File: config.mk
export PLATFORM = sky130hd
export DESIGN_NAME = oh_stimulus_loader
export DESIGN_NICKNAME = d
export VERILOG_FILES = /design/src/rtl/oh_stimulus_loader_pkg.sv /design/src/rtl/oh_dsync.sv /design/src/rtl/oh_stimulus_loader.sv
export SDC_FILE = /design/constraint.sdc
export NUM_CORES = 1
export LEC_CHECK = 0
export ABC_AREA = 1
export CAP_MARGIN = 10
export CORE_ASPECT_RATIO = 1.5
export CORE_MARGIN = 2
export CORE_UTILIZATION = 45
export CTS_BUF_LIST = sky130_fd_sc_hd__clkbuf_16
export CTS_CLUSTER_SIZE = 16
export DETAILED_ROUTE_END_ITERATION = 16
export HOLD_SLACK_MARGIN = 0.03
export PLACE_DENSITY = 0.7
export SYNTH_ARGS = -nofsm -noshare
export SYNTH_HDL_FRONTEND = slang
export SYNTH_SLANG_ARGS = --single-unit
File: constraint.sdc
create_clock -name ext_clk -period 3.3 [get_ports ext_clk]
set_input_delay 0.66 -clock ext_clk [delete_from_list [all_inputs] [get_ports ext_clk]]
set_output_delay 0.66 -clock ext_clk [all_outputs]
set_load 0.02 [all_outputs]
File: src/rtl/oh_stimulus_loader_pkg.sv
// Shared definitions for the stimulus loader and the stimulus driver:
// driver mode encodings, loader FSM states and the state-to-mode mapping.
package oh_stimulus_loader_pkg;

  localparam logic [1:0] MODE_LOAD = 2'b00;
  localparam logic [1:0] MODE_READ = 2'b01;
  localparam logic [1:0] MODE_RNG  = 2'b10;
  localparam logic [1:0] MODE_BP   = 2'b11;

  typedef enum logic [2:0] {
    ST_LOAD  = 3'd0,
    ST_TERM  = 3'd1,
    ST_ARMED = 3'd2,
    ST_RUN   = 3'd3,
    ST_DONE  = 3'd4
  } state_t;

  // The driver reads its memory only once playback has started.
  function automatic logic [1:0] state_mode(input state_t s);
    return (s == ST_RUN || s == ST_DONE) ? MODE_READ : MODE_LOAD;
  endfunction

endpackage

File: src/rtl/oh_dsync.sv
// Two-flop synchronizer with asynchronous active-low reset.
module oh_dsync (
  input  logic clk,
  input  logic nreset,
  input  logic din,
  output logic dout
);

  logic [1:0] sync_q;

  always_ff @(posedge clk or negedge nreset) begin
    if (!nreset) sync_q <= 2'b00;
    else         sync_q <= {sync_q[0], din};
  end

  assign dout = sync_q[1];

endmodule

File: src/rtl/oh_stimulus_loader.sv
// Packs host words into stimulus packets for the driver memory, appends a zero
// terminator, then starts playback and waits for the driver to report done.
import oh_stimulus_loader_pkg::*;

module oh_stimulus_loader #(
  parameter  int PW    = 80,
  parameter  int IW    = 32,
  parameter  int DEPTH = 8192,
  localparam int MAW   = $clog2(DEPTH)
) (
  input  logic          ext_clk,
  input  logic          nreset,
  input  logic          host_valid,
  input  logic [IW-1:0] host_data,
  input  logic          host_last,
  output logic          host_ready,
  input  logic          go,
  input  logic          stim_done,
  output logic          ext_valid,
  output logic [PW-1:0] ext_packet,
  output logic [1:0]    mode,
  output logic [MAW:0]  count,
  output logic          full,
  output logic          done,
  output state_t        state
);

  localparam int NW = (PW + IW - 1) / IW;
  localparam int WW = (NW > 1) ? $clog2(NW) : 1;
  localparam int AW = NW * IW;
  localparam logic [WW-1:0]  LAST_IDX  = WW'(NW - 1);
  localparam logic [MAW:0]   CAP_COUNT = (MAW + 1)'(DEPTH - 2);

  // Handshake: a host word transfers on a rising ext_clk edge where
  // host_valid and host_ready are both high; host_ready depends only on state.

  state_t          state_q, state_d;
  logic [WW-1:0]   widx_q;
  logic [AW-1:0]   asm_q, merged;
  logic            accept, complete, cap_hit, sync_done;
  logic            valid_q, valid_d;
  logic [PW-1:0]   packet_q, packet_d;
  logic [1:0]      mode_q;
  logic [MAW:0]    count_q, count_d;
  logic            full_q, full_d;

  oh_dsync u_done_sync (
    .clk    (ext_clk),
    .nreset (nreset),
    .din    (stim_done),
    .dout   (sync_done)
  );

  assign host_ready = (state_q == ST_LOAD);
  assign accept     = host_valid & host_ready;
  assign complete   = accept & ((widx_q == LAST_IDX) | host_last);
  // This packet is the last one that still leaves room for the terminator.
  assign cap_hit    = (count_q == CAP_COUNT);

  always_comb begin
    merged = asm_q;
    merged[int'(widx_q) * IW +: IW] = host_data;
  end

  always_ff @(posedge ext_clk or negedge nreset) begin
    if (!nreset) state_q <= ST_LOAD;
    else         state_q <= state_d;
  end

  always_comb begin
    state_d = state_q;
    case (state_q)
      ST_LOAD:  if (complete && (host_last || cap_hit)) state_d = ST_TERM;
      ST_TERM:  state_d = ST_ARMED;
      ST_ARMED: if (go) state_d = ST_RUN;
      ST_RUN:   if (sync_done) state_d = ST_DONE;
      ST_DONE:  state_d = ST_DONE;
      default:  state_d = ST_LOAD;
    endcase
  end

  always_comb begin
    valid_d  = 1'b0;
    packet_d = packet_q;
    full_d   = full_q;
    case (state_q)
      ST_LOAD: begin
        if (complete) begin
          valid_d  = 1'b1;
          packet_d = merged[PW-1:0];
          if (cap_hit) full_d = 1'b1;
        end
      end
      ST_TERM: begin
        valid_d  = 1'b1;
        packet_d = '0;
      end
      default: ;
    endcase
    count_d = count_q + {{MAW{1'b0}}, valid_d};
  end

  always_ff @(posedge ext_clk or negedge nreset) begin
    if (!nreset) begin
      valid_q  <= 1'b0;
      packet_q <= '0;
      mode_q   <= MODE_LOAD;
      count_q  <= '0;
      full_q   <= 1'b0;
    end else begin
      valid_q  <= valid_d;
      packet_q <= packet_d;
      mode_q   <= state_mode(state_d);
      count_q  <= count_d;
      full_q   <= full_d;
    end
  end

  // Assembly restarts from a clean, all-zero packet after every completion.
  always_ff @(posedge ext_clk or negedge nreset) begin
    if (!nreset) begin
      widx_q <= '0;
      asm_q  <= '0;
    end else if (accept) begin
      if (complete) begin
        widx_q <= '0;
        asm_q  <= '0;
      end else begin
        widx_q <= widx_q + 1'b1;
        asm_q  <= merged;
      end
    end
  end

  assign ext_valid  = valid_q;
  assign ext_packet = packet_q;
  assign mode       = mode_q;
  assign count      = count_q;
  assign full       = full_q;
  assign done       = (state_q == ST_DONE);
  assign state      = state_q;

endmodule

### After elaboration in Yosys (flattened, before gate mapping)

Index checks and enable logic that the tools add are counted.

| storage, ports and cells | value |
|---|---|
| flip-flop bits (word level) | 200 |
| latch bits | 0 |
| RAM bits | 0 |
| bits in read-only memories | 0 |
| output and inout port bits | 103 |
| logic and storage cells | 45 |
| memories kept | 0 |

| cells by class | value |
|---|---|
| add/subtract/negate cells | 3 |
| $mul | 0 |
| divide/modulo/power cells | 0 |
| order comparisons | 0 |
| eq/ne operators | 9 |
| shifts and indexed selects | 2 |
| muxes and demuxes | 12 |
| bitwise gates (word level) | 3 |
| reductions and logical operators | 7 |

Operator list:

| kind | count |
|---|---|
| one-hot mux 80 bit (2 select lines) | 1 |
| bitwise mux 96 bit | 1 |
| 2-to-1 mux 96 bit | 1 |
| variable shift 32 x 33 -> 96 bit, first input constant | 1 |
| indexed part select 32 x 33 -> 96 bit | 1 |
| 2-to-1 mux 80 bit | 1 |
| negator 7 -> 33 bit | 1 |
| one-hot mux 3 bit (5 select lines) | 1 |
| adder 14 x 1 -> 14 bit | 1 |
| equality test 14 x 13 -> 1 bit, second input constant | 1 |
| equality test 3 x 2 -> 1 bit, second input constant | 3 |
| 2-to-1 mux 3 bit | 3 |
| equality test 3 bit, second input constant | 2 |
| equality test 3 x 1 -> 1 bit, second input constant | 1 |
| zero test 3 bit | 1 |
| AND reduction 3 bit | 1 |
| adder 2 x 1 -> 2 bit, second input constant | 1 |
| AND 1 bit | 2 |
| equality test 2 bit, second input constant | 1 |
| logical OR 1 bit | 2 |
| 2-to-1 mux 1 bit | 2 |
| 2-to-1 mux 2 bit | 1 |
| != test 2 x 1 -> 1 bit, second input constant | 1 |
| one-hot mux 1 bit (2 select lines) | 1 |
| other kinds (4) | 4 |

### Longest topological paths before layout

Gate-level depths: netlist of the first run.

| depth | value |
|---|---|
| depth in word-level cells | 9 |
| depth in mapped cells | 15 |

### Cells and area by module

Synthesis of the first run repeated with hierarchy kept, for this count alone.

| unflattened totals | value |
|---|---|
| cell total of the unflattened synthesis | 1094 |
| area, all modules | 8572.0 µm² |

By module, submodules not included:

| module | times used | cells an instance | area each (µm²) | sequential area each (µm²) |
|---|---|---|---|---|
| oh_stimulus_loader | 1 | 1092 | 8521.9 | 4554.4 |
| oh_dsync | 1 | 2 | 50.0 | 50.0 |

### Least setup slack after synthesis of the first run

No wires, ideal clock.

| path | value |
|---|---|
| path type | register to register |
| start | reg widx_q[0] |
| end | reg count_q[10], in the netlist count[10] |
| setup time | 123 ps |
| arrival time | 2220 ps |
| data required time | 3177 ps |
| setup slack | 957 ps |
| cell stages (with the launch flop) | 15 |
| path buffers | 1 |
| path through | dfrtp_1 inv_1 ha_1 inv_1 nand2_1 nand4_2 buf_2 nand2_1 ha_1 ha_1 inv_1 nor2_1 nand2_1 o21ai_0 nand2_1 |

| on the way | value |
|---|---|
| longest elaborated chain between the ends | 6 |

RTL lines:

| item | RTL line | RTL |
|---|---|---|
| from (decl) | oh_stimulus_loader.sv:38 | `logic [WW-1:0] widx_q;` |
| from (signal assigned) | oh_stimulus_loader.sv:129 | `widx_q <= widx_q + 1'b1;` |
| equality test 2 bit | oh_stimulus_loader.sv:56 | `assign complete = accept & ((widx_q == LAST_IDX) \| host_last);` |
| bitwise OR 1 bit | oh_stimulus_loader.sv:56 |  |
| AND 1 bit | oh_stimulus_loader.sv:56 |  |
| 2-to-1 mux 1 bit | oh_stimulus_loader.sv:88 | `if (complete) begin` |
| one-hot mux 1 bit (2 select lines) | oh_stimulus_loader.sv:86 | `case (state_q)` |
| via valid_d | oh_stimulus_loader.sv:41 | `logic valid_q, valid_d;` |
| adder 14 x 1 -> 14 bit | oh_stimulus_loader.sv:100 | `count_d = count_q + {{MAW{1'b0}}, valid_d};` |
| via count_d[10] | oh_stimulus_loader.sv:44 | `logic [MAW:0] count_q, count_d;` |
| to (signal assigned) | oh_stimulus_loader.sv:114 | `count_q <= count_d;` |
| to (decl) | oh_stimulus_loader.sv:44 |  |

The timed path passes the listed nets, and every way through them passes these cells.
A chain may end at the register's enable or synchronous reset.

### Worst setup path in the final report of the first run

| path | value |
|---|---|
| start | reg state_q[0], in the netlist state[0] |
| end | out done |

| on the way | value |
|---|---|
| longest elaborated chain between the ends | 1 |

RTL lines:

| item | RTL line | RTL |
|---|---|---|
| from (decl) | oh_stimulus_loader.sv:37 | `state_t state_q, state_d;` |
| from (signal assigned) | oh_stimulus_loader.sv:67 | `else state_q <= state_d;` |
| equality test 3 bit | oh_stimulus_loader.sv:140 | `assign done = (state_q == ST_DONE);` |
| to (decl) | oh_stimulus_loader.sv:24 | `output logic done,` |

Every way passes these cells.

==> flow_summary_export.csv, run 1 <==
group,metric,value,unit
clock_network,holdBufCountCts,0,
synth,synth_top_area_share,53.7,%
sta,finalHoldViolCount,0,
layout,seqCellArea,4600,sq um
synth,yosysTopAreaCell,"dfrtp_1",
setup_path,reg2reg_depth,13,
synth,ys_ff_latch,184,
global_routing,antenna_found_initial,0,
sta,final.setup_skew,0.00932,ns
setup_path,r2r-end,"count[10]$_DFF_PN0_",
detailed_routing,num_vias,7431,
global_routing,grtUsageTotal,23.4,%
sta,setup_violations,0,
sta,maxSlewHeadroom,28.5,%
setup_path,critical_path.startpoint_type,"register",
detailed_routing,wire_per_inst,15.6,um
clock_network,cts_sinks,184,
die,dieWidth,117,um
die,core_region_area,18600,sq um
sta,tightest_slew,1.07,ns
layout,drive_gt1_share,4.13,%
run,maxCapViolCount,0,
detailed_routing,vias_per_cell,5.08,
setup_path,crit_arrival,1.87,ns
die,start_util,46.0,%
global_routing,gr-total-overflow,0,
power_and_ir_drop,cellLeakagePower,5.61,nW
clock_network,numCtsBuffers,17,
worst_hold_path,min_path_type,"primary input to asynchronous set/reset pin",
placed_design,port_buffers,139,
detailed_routing,drt-pass1-iter-count,5,
layout,antenna_cells,0,
detailed_routing,ant_nets,0,
placed_design,gp_congestion,0.813,
clock_network,cts_resized,0,
sta,slew_violations,0,
clock_network,clk_latency,0.43,ns
detailed_routing,route.met3.wl,942,um
power_and_ir_drop,powerDensity,746,nW/um^2
global_routing,grt_max_degree,83,
clock_network,post-cts-setup-buffer-count,0,
detailed_routing,top_layer_used,"met4",
sta,layout_min_cycle_time,2.53,ns
layout,layout.nets,1244,
clock_network,clk_pin_slew,0.07,ns
clock_network,cts_max_path_buffers,2,
synth,synthCells,1094,
layout,num-fill-cells,1728,
setup_path,critPathCaptureType,"output port",
setup_path,required,2.64,ns
synth,ys_types,20,
sta,worst_slack,0.773,ns
die,pin_count,141,
global_routing,grt_first_pass_wirelength,37.2,mm
synth,synth_area,8570,sq um
placed_design,dp_slack,0.584,ns
status,outcome,"finished clean",
power_and_ir_drop,ir_worst_vdd,0.491,mV
clock_network,cts_tree,"yes",
detailed_routing,dr_wl_met2,12.0,mm
clock_network,root_buffer,"clkbuf_16",
setup_path,rrSetupSlack,0.91,ns
clock_network,htree_levels,4,
detailed_routing,drt_iter0_drc,582,
sta,rsz0062_at_grt,"no",
die,die_h,173,um
setup_path,path_max_fanout,6,
layout,multiInputGateArea,3590,sq um
synth,yosys-top-cells-area,"dfrtp_1 54%, nand2_1 26%, nand3_1 6.1%",
detailed_routing,post-route-drc-count,0,
synth,postSynthAreaPerCell,7.84,sq um
detailed_routing,routed_wl,22.9,mm
synth,ys_seq_area_share,53.7,%
synth,syn-num-nets,1139,
die,dieArea,20200,sq um
placed_design,hpwl,15.0,mm
setup_path,timing.rr.start,"widx_q[0]$_DFFE_PN0P_",
sta,finalCritPeriodShare,76.6,%
synth,synth_warnings,0,
sta,fin_setup_tns,0,ns
die,placementRows,61,
detailed_routing,wl_met1,9.32,mm
sta,fmax,396,MHz
setup_path,critPathKind,"register to output port",
layout,area_growth,24.3,%
global_routing,grt_pass1_vias,7131,
[power breakdown]
group,switching (mW),internal [mW]
logic,1.99,1.06
clock network,0.917,0.964
registers,0.306,2.72
[worst max-delay path by stage]
stage               cells past startpoint                   from             endpoint  slack, ns
finish                                  4     state[0]$_DFF_PN0_                 done       0.77
detailed placement                     12              host_last  count[10]$_DFF_PN0_       0.58
global route                           13  widx_q[0]$_DFFE_PN0P_  count[10]$_DFF_PN0_       0.68
floorplan                              14  widx_q[0]$_DFFE_PN0P_  count[10]$_DFF_PN0_       0.96
CTS                                     4     state[0]$_DFF_PN0_                 done       0.74
global placement                       12              host_last  count[10]$_DFF_PN0_       0.63
[cell usage in the layout, fill, tap and decap left out, drive strengths merged, types with 2 or more instances in the layout]
cell / n
xnor2: 2
clkinv: 6
inv: 30
nand4: 6
clkinvlp: 4
nand2: 600
buf: 11
ha: 7
dfrtp: 184
clkbuf: 18
o21ai: 21
xor2: 5
clkdlybuf4s50: 138
nand3b: 48
nand3: 106
nor2: 24
[state kept, by name, indices dropped and copies added, names as in the netlist]
| register | flops |
|---|---|
| asm_q | 80 |
| count | 14 |
| ext_packet | 80 |
| ext_valid | 1 |
| full | 1 |
| mode | 1 |
| state | 3 |
| u_done_sync.sync_q | 2 |
| widx_q | 2 |
[routing by layer]
metal | vias up | global-route usage, %
li1 | 3624 | -
met1 | 3568 | 30.2
met2 | 203 | 39.7
met3 | 36 | 3.47
met4 | 0 | 8.09
met5 | - | 0
[through the flow]
stage	utilization [%]	total power, mW	cells	hold WS, ns	instance area (sq um)
after floorplan	-	4.92	1094	0.331	8570
after global placement	54.4	6.10	1432	0.338	10100
after detailed placement	54.4	6.14	1432	0.340	10100
after CTS	57.2	8.02	1464	0.291	10700
after global routing	57.2	8.42	1464	0.309	10700
final	57.2	7.95	1464	0.239	10700
[area by class of cell]
cell class | instances | area share [%]
clock inverter | 15 | 0.998
tap | 252 | 2.96
sequential | 184 | 43.2
inverter | 25 | 0.881
multi-input combinational | 821 | 33.7
clock buffer | 17 | 3.99
timing repair buffer | 150 | 14.2
[Yosys cell counts]
cell      number
nand4_1        5
o21ai_0       21
nand3b_1      48
clkbuf_1      14
buf_4          1
inv_1         24
nor2_1        21
nand3_2        1
inv_2          1
xnor2_1        2
dfrtp_1      184
or2_2          1
nand3_1      105
nand2_1      600
conb_1         1
ha_1           7
nand4_2        1
buf_2         49
xor2_1         5
nor2_4         3
[worst max-delay path: stages (launching register included)]
cell	delay, ns
dfrtp_1	0.50
nor2_4	0.21
nand2_1	0.09
inv_1	0.05
clkdlybuf4s50_1	0.59
[logic make-up after synthesis]
family | share of synthesized area (%)
other | 0.0437
adders and majority gates | 1.02
buffers and inverters | 4.66
AOI/OAI and AO/OA | 1.23
and+or+nand+nor | 38.6
DFF | 53.7
xor gates and xnor gates | 0.715
(Power assumes the default switching activity.)
==> run 2: changes to the inputs <==
==> constraint.sdc (replaced) <==
create_clock -name ext_clk -period 2.6 [get_ports ext_clk]
set_input_delay 0.52 -clock ext_clk [delete_from_list [all_inputs] [get_ports ext_clk]]
set_output_delay 0.52 -clock ext_clk [all_outputs]
set_load 0.02 [all_outputs]
==> run 2 against run 1 <==
Sequential share of layout area shrank 0.60 points. Die area did not move. Global-route usage up 0.33 points. Sequential power is 27% higher. Cell area rose by 1.4%. Highest routed layer unchanged.
==> flow_summary_export.csv, run 2 (synthesis results as in run 1) <==
group,metric,value,unit
power_and_ir_drop,powerDensity,978,nW/um^2
layout,layout_commonest_cell,"nand2_1",
die,die_h,173,um
sta,maxSlewHeadroom,40.6,%
clock_network,htree_levels,4,
detailed_routing,vias_per_cell,5.08,
die,start_util,46.0,%
sta,tightest_slew,0.891,ns
setup_path,crit_arrival,1.89,ns
layout,area_growth,26.0,%
power_and_ir_drop,power,10.6,mW
placed_design,dp_slack,0.163,ns
clock_network,cts_tree,"yes",
die,pin_count,141,
die,core_region_area,18600,sq um
global_routing,grt_max_degree,82,
run,maxCapViolCount,0,
placed_design,port_buffers,139,
sta,slew_violations,0,
die,dieArea,20200,sq um
detailed_routing,ant_nets,0,
sta,rsz0062_at_grt,"no",
status,outcome,"finished clean",
clock_network,clk_pin_slew,0.07,ns
setup_path,rrSetupSlack,0.30,ns
layout,drive_gt1_share,4.83,%
global_routing,antenna_found_initial,0,
detailed_routing,routed_wl,23.2,mm
layout,final_area,10800,sq um
global_routing,grt_pass1_vias,7461,
layout,layout_common_cells,"600 x nand2_1, 184 x dfrtp_1, 138 x clkdlybuf4s50_1",
layout,antenna_cells,0,
global_routing,grtUsageTotal,23.7,%
clock_network,cts_max_path_buffers,2,
setup_path,path_max_fanout,6,
detailed_routing,num_vias,7489,
power_and_ir_drop,ir_worst_vdd,0.497,mV
worst_hold_path,min_from,"u_done_sync.sync_q[0]$_DFF_PN0_",
setup_path,required,2.08,ns
placed_design,gp_congestion,0.851,
clock_network,cts_resized,0,
clock_network,numCtsBuffers,17,
sta,fin_setup_tns,0,ns
setup_path,reg2reg_depth,13,
die,placementRows,61,
placed_design,hpwl,15.4,mm
setup_path,critical_path.startpoint_type,"register",
worst_hold_path,min_path_cells,0,
sta,fmax,414,MHz
setup_path,timing.rr.start,"widx_q[0]$_DFFE_PN0P_",
setup_path,startpoint,"state[0]$_DFF_PN0_",
power_and_ir_drop,cellLeakagePower,5.70,nW
placed_design,dpl-instance-area,10200,sq um
sta,final.setup_skew,0.00991,ns
detailed_routing,post-route-drc-count,0,
global_routing,gr-total-overflow,0,
clock_network,cts_sinks,184,
detailed_routing,drt_iter0_drc,622,
detailed_routing,wire_per_inst,15.7,um
setup_path,r2r-end,"count[10]$_DFF_PN0_",
die,dieWidth,117,um
setup_path,critPathKind,"register to output port",
global_routing,grt_first_pass_wirelength,37.9,mm
sta,worst_slack,0.185,ns
setup_path,critPathCaptureType,"output port",
clock_network,root_buffer,"clkbuf_16",
sta,finalCritPeriodShare,92.9,%
clock_network,clk_latency,0.44,ns
layout,layout.nets,1254,
sta,setup_violations,0,
sta,finalHoldViolCount,0,
detailed_routing,drt-pass1-iter-count,5,
worst_hold_path,min_path_type,"register to register",
sta,layout_min_cycle_time,2.41,ns
worst_hold_path,whs_endpoint,"u_done_sync.sync_q[1]$_DFF_PN0_",
[run 2: cell count changes in the layout (fill, tap and decap cells not counted)]
cell,change
buf_12,+2
buf_4,+7
bufinv_16,+2
clkinv_4,+1
clkinvlp_4,-3
dlygate4sd3_1,+1
[run 2: final cells by class]
type | count | area, sq um
Clock buffer | 17 | 425
Clock inverter | 15 | 153
Fill cell | 1737 | 7820
Inverter | 25 | 93.8
Multi-Input combinational cell | 821 | 3590
Sequential cell | 184 | 4600
Tap cell | 252 | 315
Timing Repair Buffer | 160 | 1620
[run 2: where the power goes]
| group | switching (mW) | leakage (nW) | internal, mW |
|---|---|---|---|
| clock | 1.16 | 0.286 | 1.42 |
| sequential | 0.393 | 2.53 | 3.45 |
| combinational | 2.65 | 2.89 | 1.50 |
[run 2: worst max path at each step]
stage / slack [ns] / endpoint / depth (start not counted)
after detailed placement: 0.16 / count[10]$_DFF_PN0_ / 12
after CTS: 0.17 / host_ready / 4
final: 0.19 / host_ready / 4
after floorplan: 0.26 / count[10]$_DFF_PN0_ / 14
after global routing: 0.05 / count[10]$_DFF_PN0_ / 13
after global placement: 0.20 / count[10]$_DFF_PN0_ / 12
[run 2: what timing repair did]
action | CTS | global route
setup buffers | 0 | 0
hold endpoints to repair | 29 | 0
hold buffers | 1 | 0
[run 2: critical path, stage by stage, from the launching register on]
cell             delay, ns
dfrtp_1               0.49
nor2_4                0.21
nand2_1               0.10
inv_1                 0.07
clkdlybuf4s50_1       0.59
[run 2: routing by layer]
| metal | GRT usage [%] | part of all wire, % | vias up |
|---|---|---|---|
| met3 | 4.00 | 4.7 | 38 |
| met5 | 0 | 0 | - |
| met2 | 40.0 | 51 | 215 |
| li1 | - | - | 3664 |
| met4 | 8.63 | 2.7 | 0 |
| met1 | 30.4 | 41 | 3572 |
[run 2: stage by stage]
| step | hold slack, ns | std cells | util (%) |
|---|---|---|---|
| 2_1_floorplan | 0.224 | 1094 | - |
| 3_3_place_gp | 0.337 | 1441 | 54.9 |
| 3_5_place_dp | 0.345 | 1441 | 54.9 |
| 4_1_cts | 0.361 | 1474 | 58.0 |
| 5_1_grt | 0.377 | 1474 | 58.0 |
| 6_report | 0.357 | 1474 | 58.0 |
